==> src/rtl/mux_interleave_n.sv <==
// mux_interleave_n: N-lane to 1 time-division interleaver with per-lane FIFOs.
// Round-robin slot pointer, fixed-slot or work-conserving skip mode.
//
// Ports:
//   clk_4f    - single fast clock, rising edge
//   reset_L   - asynchronous active-low reset
//   data_in   - packed lane words, lane i at [i*DATA_W +: DATA_W]
//   valid_in  - per-lane write strobe
//   in_ready  - per-lane FIFO not full
//   mode_skip - 0 = fixed-slot, 1 = skip empty lanes
//   data_out  - interleaved word (registered)
//   valid_out - data_out carries a valid word
//   lane_out  - lane index of the current output slot
//   overflow  - sticky per-lane write-while-full flag
module mux_interleave_n #(
  parameter int LANES      = 4,
  parameter int DATA_W     = 8,
  parameter int FIFO_DEPTH = 4
) (
  input  logic                       clk_4f,
  input  logic                       reset_L,
  input  logic [LANES*DATA_W-1:0]    data_in,
  input  logic [LANES-1:0]           valid_in,
  output logic [LANES-1:0]           in_ready,
  input  logic                       mode_skip,
  output logic [DATA_W-1:0]          data_out,
  output logic                       valid_out,
  output logic [$clog2(LANES)-1:0]   lane_out,
  output logic [LANES-1:0]           overflow
);

  localparam int LANE_W = $clog2(LANES);
  localparam int PTR_W  = $clog2(FIFO_DEPTH);
  localparam int CNT_W  = PTR_W + 1;

  logic [DATA_W-1:0] r_mem [LANES][FIFO_DEPTH];
  logic [PTR_W-1:0]  r_wp  [LANES];
  logic [PTR_W-1:0]  r_rp  [LANES];
  logic [CNT_W-1:0]  r_cnt [LANES];
  logic [LANE_W-1:0] r_p;
  logic [LANES-1:0]  r_ovf;

  logic [LANES-1:0]  w_full;
  logic [LANES-1:0]  w_empty;
  logic [LANES-1:0]  w_push;
  logic [LANES-1:0]  w_pop;
  logic              w_found;
  logic [LANE_W-1:0] w_sel;
  logic [LANE_W-1:0] w_idx;
  logic [LANE_W-1:0] w_p_nxt;
  logic [DATA_W-1:0] w_head;

  // Full is judged on the registered count only, so a
  // same-cycle pop never lets an extra write in.
  always_comb begin
    for (int i = 0; i < LANES; i++) begin
      w_full[i]  = (r_cnt[i] == CNT_W'(FIFO_DEPTH));
      w_empty[i] = (r_cnt[i] == '0);
      w_push[i]  = valid_in[i] && !w_full[i];
    end
  end

  assign in_ready = ~w_full;
  assign overflow = r_ovf;

  // Skip mode: scan downward so the nearest non-empty
  // lane after the pointer wins the last assignment.
  always_comb begin
    w_sel   = r_p;
    w_idx   = r_p;
    w_found = !w_empty[r_p];
    if (mode_skip) begin
      w_found = 1'b0;
      for (int k = LANES - 1; k >= 0; k--) begin
        w_idx = r_p + LANE_W'(k);
        if (!w_empty[w_idx]) begin
          w_found = 1'b1;
          w_sel   = w_idx;
        end
      end
    end
  end

  always_comb begin
    for (int i = 0; i < LANES; i++) begin
      w_pop[i] = w_found && (w_sel == LANE_W'(i));
    end
  end

  assign w_head = r_mem[w_sel][r_rp[w_sel]];

  always_comb begin
    w_p_nxt = r_p + LANE_W'(1);
    if (mode_skip) begin
      w_p_nxt = w_found ? w_sel + LANE_W'(1) : r_p;
    end
  end

  // Storage needs no reset: counts gate every read.
  always_ff @(posedge clk_4f) begin
    for (int i = 0; i < LANES; i++) begin
      if (w_push[i]) begin
        r_mem[i][r_wp[i]] <= data_in[i*DATA_W +: DATA_W];
      end
    end
  end

  always_ff @(posedge clk_4f or negedge reset_L) begin
    if (!reset_L) begin
      for (int i = 0; i < LANES; i++) begin
        r_wp[i]  <= '0;
        r_rp[i]  <= '0;
        r_cnt[i] <= '0;
      end
      r_p       <= '0;
      r_ovf     <= '0;
      data_out  <= '0;
      valid_out <= 1'b0;
      lane_out  <= '0;
    end else begin
      for (int i = 0; i < LANES; i++) begin
        if (w_push[i]) begin
          r_wp[i] <= r_wp[i] + PTR_W'(1);
        end
        if (w_pop[i]) begin
          r_rp[i] <= r_rp[i] + PTR_W'(1);
        end
        r_cnt[i] <= r_cnt[i] + CNT_W'(w_push[i])
                    - CNT_W'(w_pop[i]);
        if (valid_in[i] && w_full[i]) begin
          r_ovf[i] <= 1'b1;
        end
      end
      r_p       <= w_p_nxt;
      valid_out <= w_found;
      data_out  <= w_found ? w_head : '0;
      lane_out  <= w_found ? w_sel : r_p;
    end
  end

endmodule

==> config.mk <==
export PLATFORM = sky130hd
export DESIGN_NAME = mux_interleave_n
export DESIGN_NICKNAME = d
export VERILOG_FILES = /design/src/rtl/mux_interleave_n.sv
export SDC_FILE = /design/constraint.sdc
export NUM_CORES = 1
export LEC_CHECK = 0
export BUFFER_PORTS_ARGS = -buffer_cell sky130_fd_sc_hd__clkbuf_2
export CORE_ASPECT_RATIO = 0.8
export CORE_UTILIZATION = 60
export CTS_CLUSTER_SIZE = 20
export DETAILED_ROUTE_END_ITERATION = 8
export PLACE_DENSITY = 0.8
export SYNTH_ARGS = -nofsm -noshare
export SYNTH_HDL_FRONTEND = slang
export SYNTH_SLANG_ARGS = --single-unit
==> constraint.sdc <==
create_clock -name clk_4f -period 4.9 [get_ports clk_4f]
set_clock_uncertainty 0.05 [all_clocks]
set_input_delay 0.245 -clock clk_4f [delete_from_list [all_inputs] [get_ports clk_4f]]
set_output_delay 0.245 -clock clk_4f [all_outputs]
set_load 0.1 [all_outputs]
==> results.sh <==
export IMPL_setup_tns_ps=0
export IMPL_path_max_fanout=13
export IMPL_final_nets=642
export IMPL_critPathMaxStageDelay_ps=500
export IMPL_vias=4479
export IMPL_hold_buffers=17
export IMPL_route_final_wire_length_um=14900
export IMPL_whs_path_depth=1
export IMPL_r2r_end="r_cnt[5]"
export IMPL_synth_top_area_share_pct=51.6
export IMPL_report_final_slew_viol_count=0
export IMPL_antenna_left=0
export IMPL_synth_area_top_cells="edfxtp_1, dfrtp_1, a211oi_1"
export IMPL_mostFrequentLayoutCell="edfxtp_1"
export IMPL_cts_setup_buffers=0
export IMPL_drt_iter0_markers=396
export IMPL_insertion_delay_ps=420
export IMPL_critical_path_required_ps=5190
export IMPL_grt_start_max_net_pins=78
export IMPL_clk_path_buf_depth=2
export IMPL_cts_resized=0
export IMPL_die_y_um=102
export IMPL_drc=0
export IMPL_vias_per_cell=6.09
export IMPL_gp_congestion=0.866
export IMPL_area_delta_synth_final_pct=15.2
export IMPL_port_buffers=57
export IMPL_slew_headroom_pct=40.8
export IMPL_cp_cell_sequence="nor3_1 -> nand2_1 -> o21ai_0 -> nand4_1 -> nand2_1 -> o21a_1 -> inv_1 -> and3_1 -> ha_1 -> inv_1 -> ha_1 -> fa_1 -> xnor2_1 -> xnor2_1"
export IMPL_syn_num_nets=569
export IMPL_critPathKind="flop to flop"
export IMPL_final_cell_mix="edfxtp_1, clkbuf_2, dfrtp_1, a211oi_1"
export IMPL_clk_pin_slew_ps=70
export IMPL_syn_avg_cell_area_um2=14.8
export IMPL_grt_antenna_before_repair=0
export IMPL_ys_ff_latch=173
export IMPL_rsz0062_at_grt="false"
export IMPL_track_usage_pct=25.8
export IMPL_drtPass1Iterations=5
export IMPL_clock_fmax_ghz=0.275
export IMPL_rows=35
export IMPL_n_antenna_cell=0
export IMPL_wire_per_inst_um=20.2
export IMPL_fill_cells=726
export IMPL_syn_inst=502
export IMPL_first_global_vias=4551
export IMPL_cts_buffers=17
export IMPL_finalHoldViolCount=0
export IMPL_cap_violations=0
export IMPL_worst_pin_slew_ps=887
export IMPL_rrSetupSlack_ps=1270
export IMPL_critPathTopFamily="simple AND/OR/NAND/NOR gates"
export IMPL_setup_viol=0
export IMPL_io_pins=58
export IMPL_grt_overflow_total=0
export IMPL_status="finished, final reports clean"
export IMPL_layout_drive_gt1_share_pct=20.2
export IMPL_crit_buf_inv=2
export IMPL_r2r_start="r_cnt[4]"
export IMPL_synth_seq_area_share_pct=66.8
export IMPL_root_buffer="clkbuf_16"
export IMPL_cpMaxStageDelayCell="nor3_1"
export IMPL_yosys_area_top_type="edfxtp_1"
export IMPL_core_um2=11800
export IMPL_dieArea_um2=12900
export IMPL_hpwl_um=9980
export IMPL_yosysWarnings=0
export IMPL_cts_tree="done"
export IMPL_initial_utilization_pct=63.2
export IMPL_holdCritStartpoint="data_in[10]"
export IMPL_arrival_ps=3930
export IMPL_r2r_cells=14
export IMPL_finalCritPeriodShare_pct=74.2
export IMPL_holdPathEnd="r_mem[1][18]"
export IMPL_critPathCaptureType="flop"
export IMPL_fin_crit_ps=3630
export IMPL_worst_slack_ps=1270
export IMPL_ys_types=40
export IMPL_chipWidth_um=127
export IMPL_min_path_type="input pin to flop"
export IMPL_clock_sinks=173
export IMPL_syn_area_um2=7440
export IMPL_grt_pass1_wl_um=24200
export IMPL_pre_cts_slack_ps=1320
export IMPL_critPathLaunchType="flop"
export IMPL_htreeDepth=4
how the worst max path moves through the flow:
stage               startpoint        to  depth (start not counted)  slack, ps
floorplan             r_cnt[1]  r_cnt[8]                         14       1450
CTS                   r_cnt[4]  r_cnt[8]                         14       1240
global route          r_cnt[4]  r_cnt[5]                         14        940
global placement      r_cnt[7]  r_cnt[8]                         13       1500
detailed placement    r_cnt[4]  r_cnt[2]                         15       1320
finish                r_cnt[4]  r_cnt[5]                         14       1270
cell usage after synthesis:
master,count
a211oi_1,43
a21boi_0,1
a21oi_1,4
a22o_1,1
a22oi_1,7
a31o_2,4
and2_1,2
and3_1,18
buf_1,1
buf_2,7
buf_6,1
clkbuf_1,17
dfrtp_1,45
edfxtp_1,128
fa_1,4
ha_1,24
inv_1,26
inv_2,2
mux2_2,4
mux2i_1,19
mux4_2,10
nand2_1,26
nand3_1,15
nand4_1,3
nand4_2,1
nor2_1,5
nor2b_1,18
nor3_1,12
nor3_2,2
nor4_1,3
o2111ai_1,1
o211ai_1,16
o21a_1,1
o21ai_0,3
o41ai_2,1
or3_1,2
or3_4,1
xnor2_1,19
xor2_1,4
xor2_2,1
per-layer routing:
metal	routed length [µm]	vias to the layer above	share of wire, %	GRT usage [%]
li1	-	2049	-	-
met1	6270	2214	42	34.2
met2	7460	188	50	43.4
met3	871	28	5.9	5.34
met4	288	0	1.9	8.62
met5	0	-	0	0
metrics by stage:
step	util, %	hold WS, ps	instances	area, µm²
5_1_grt	72.8	1.56	736	8580
6_report	72.8	1.74	736	8580
4_1_cts	72.7	1.71	734	8560
3_3_place_gp	66.5	310	685	7830
2_1_floorplan	-	-101	502	7440
3_5_place_dp	66.5	323	685	7830
final cells by class:
class | count | area [µm²] | share of cell area (%)
sequential | 173 | 4970 | 57.9
multi-input combinational | 275 | 2260 | 26.3
timing repair buffer | 80 | 505 | 5.89
clock buffer | 17 | 425 | 4.96
tap | 148 | 185 | 2.16
clock inverter | 15 | 131 | 1.53
inverter | 28 | 105 | 1.23
registers in the layout, summed over array words and instances (netlist names):
signal and cells:
data_out 8, lane_out 2, overflow 4, r_cnt 12
r_mem 128, r_p 2, r_rp 8, r_wp 8
valid_out 1
logic make-up (layout without fill, tap and decap cells):
| kind of cell | after synthesis | after routing | share of synthesized area, % |
|---|---|---|---|
| flops | 173 | 173 | 66.8 |
| simple gates | 108 | 108 | 7.83 |
| compound gates | 82 | 82 | 8.25 |
| buf+inv | 54 | 140 | 2.94 |
| mux | 33 | 33 | 6.18 |
| fa+ha+maj | 28 | 28 | 5.11 |
| xor+xnor | 24 | 24 | 2.92 |
worst register-to-register path: stages (launching register included):
cell and delay, ps:
dfrtp_1 400, nor3_1 500, nand2_1 110, o21ai_0 120
nand4_1 130, nand2_1 120, o21a_1 490, inv_1 210
and3_1 240, ha_1 280, inv_1 40, ha_1 180
fa_1 380, xnor2_1 190, xnor2_1 140
Power is left out: the tool's default activity adds up to more than one toggle a clock period on the data nets, which glitch-free logic cannot reach.
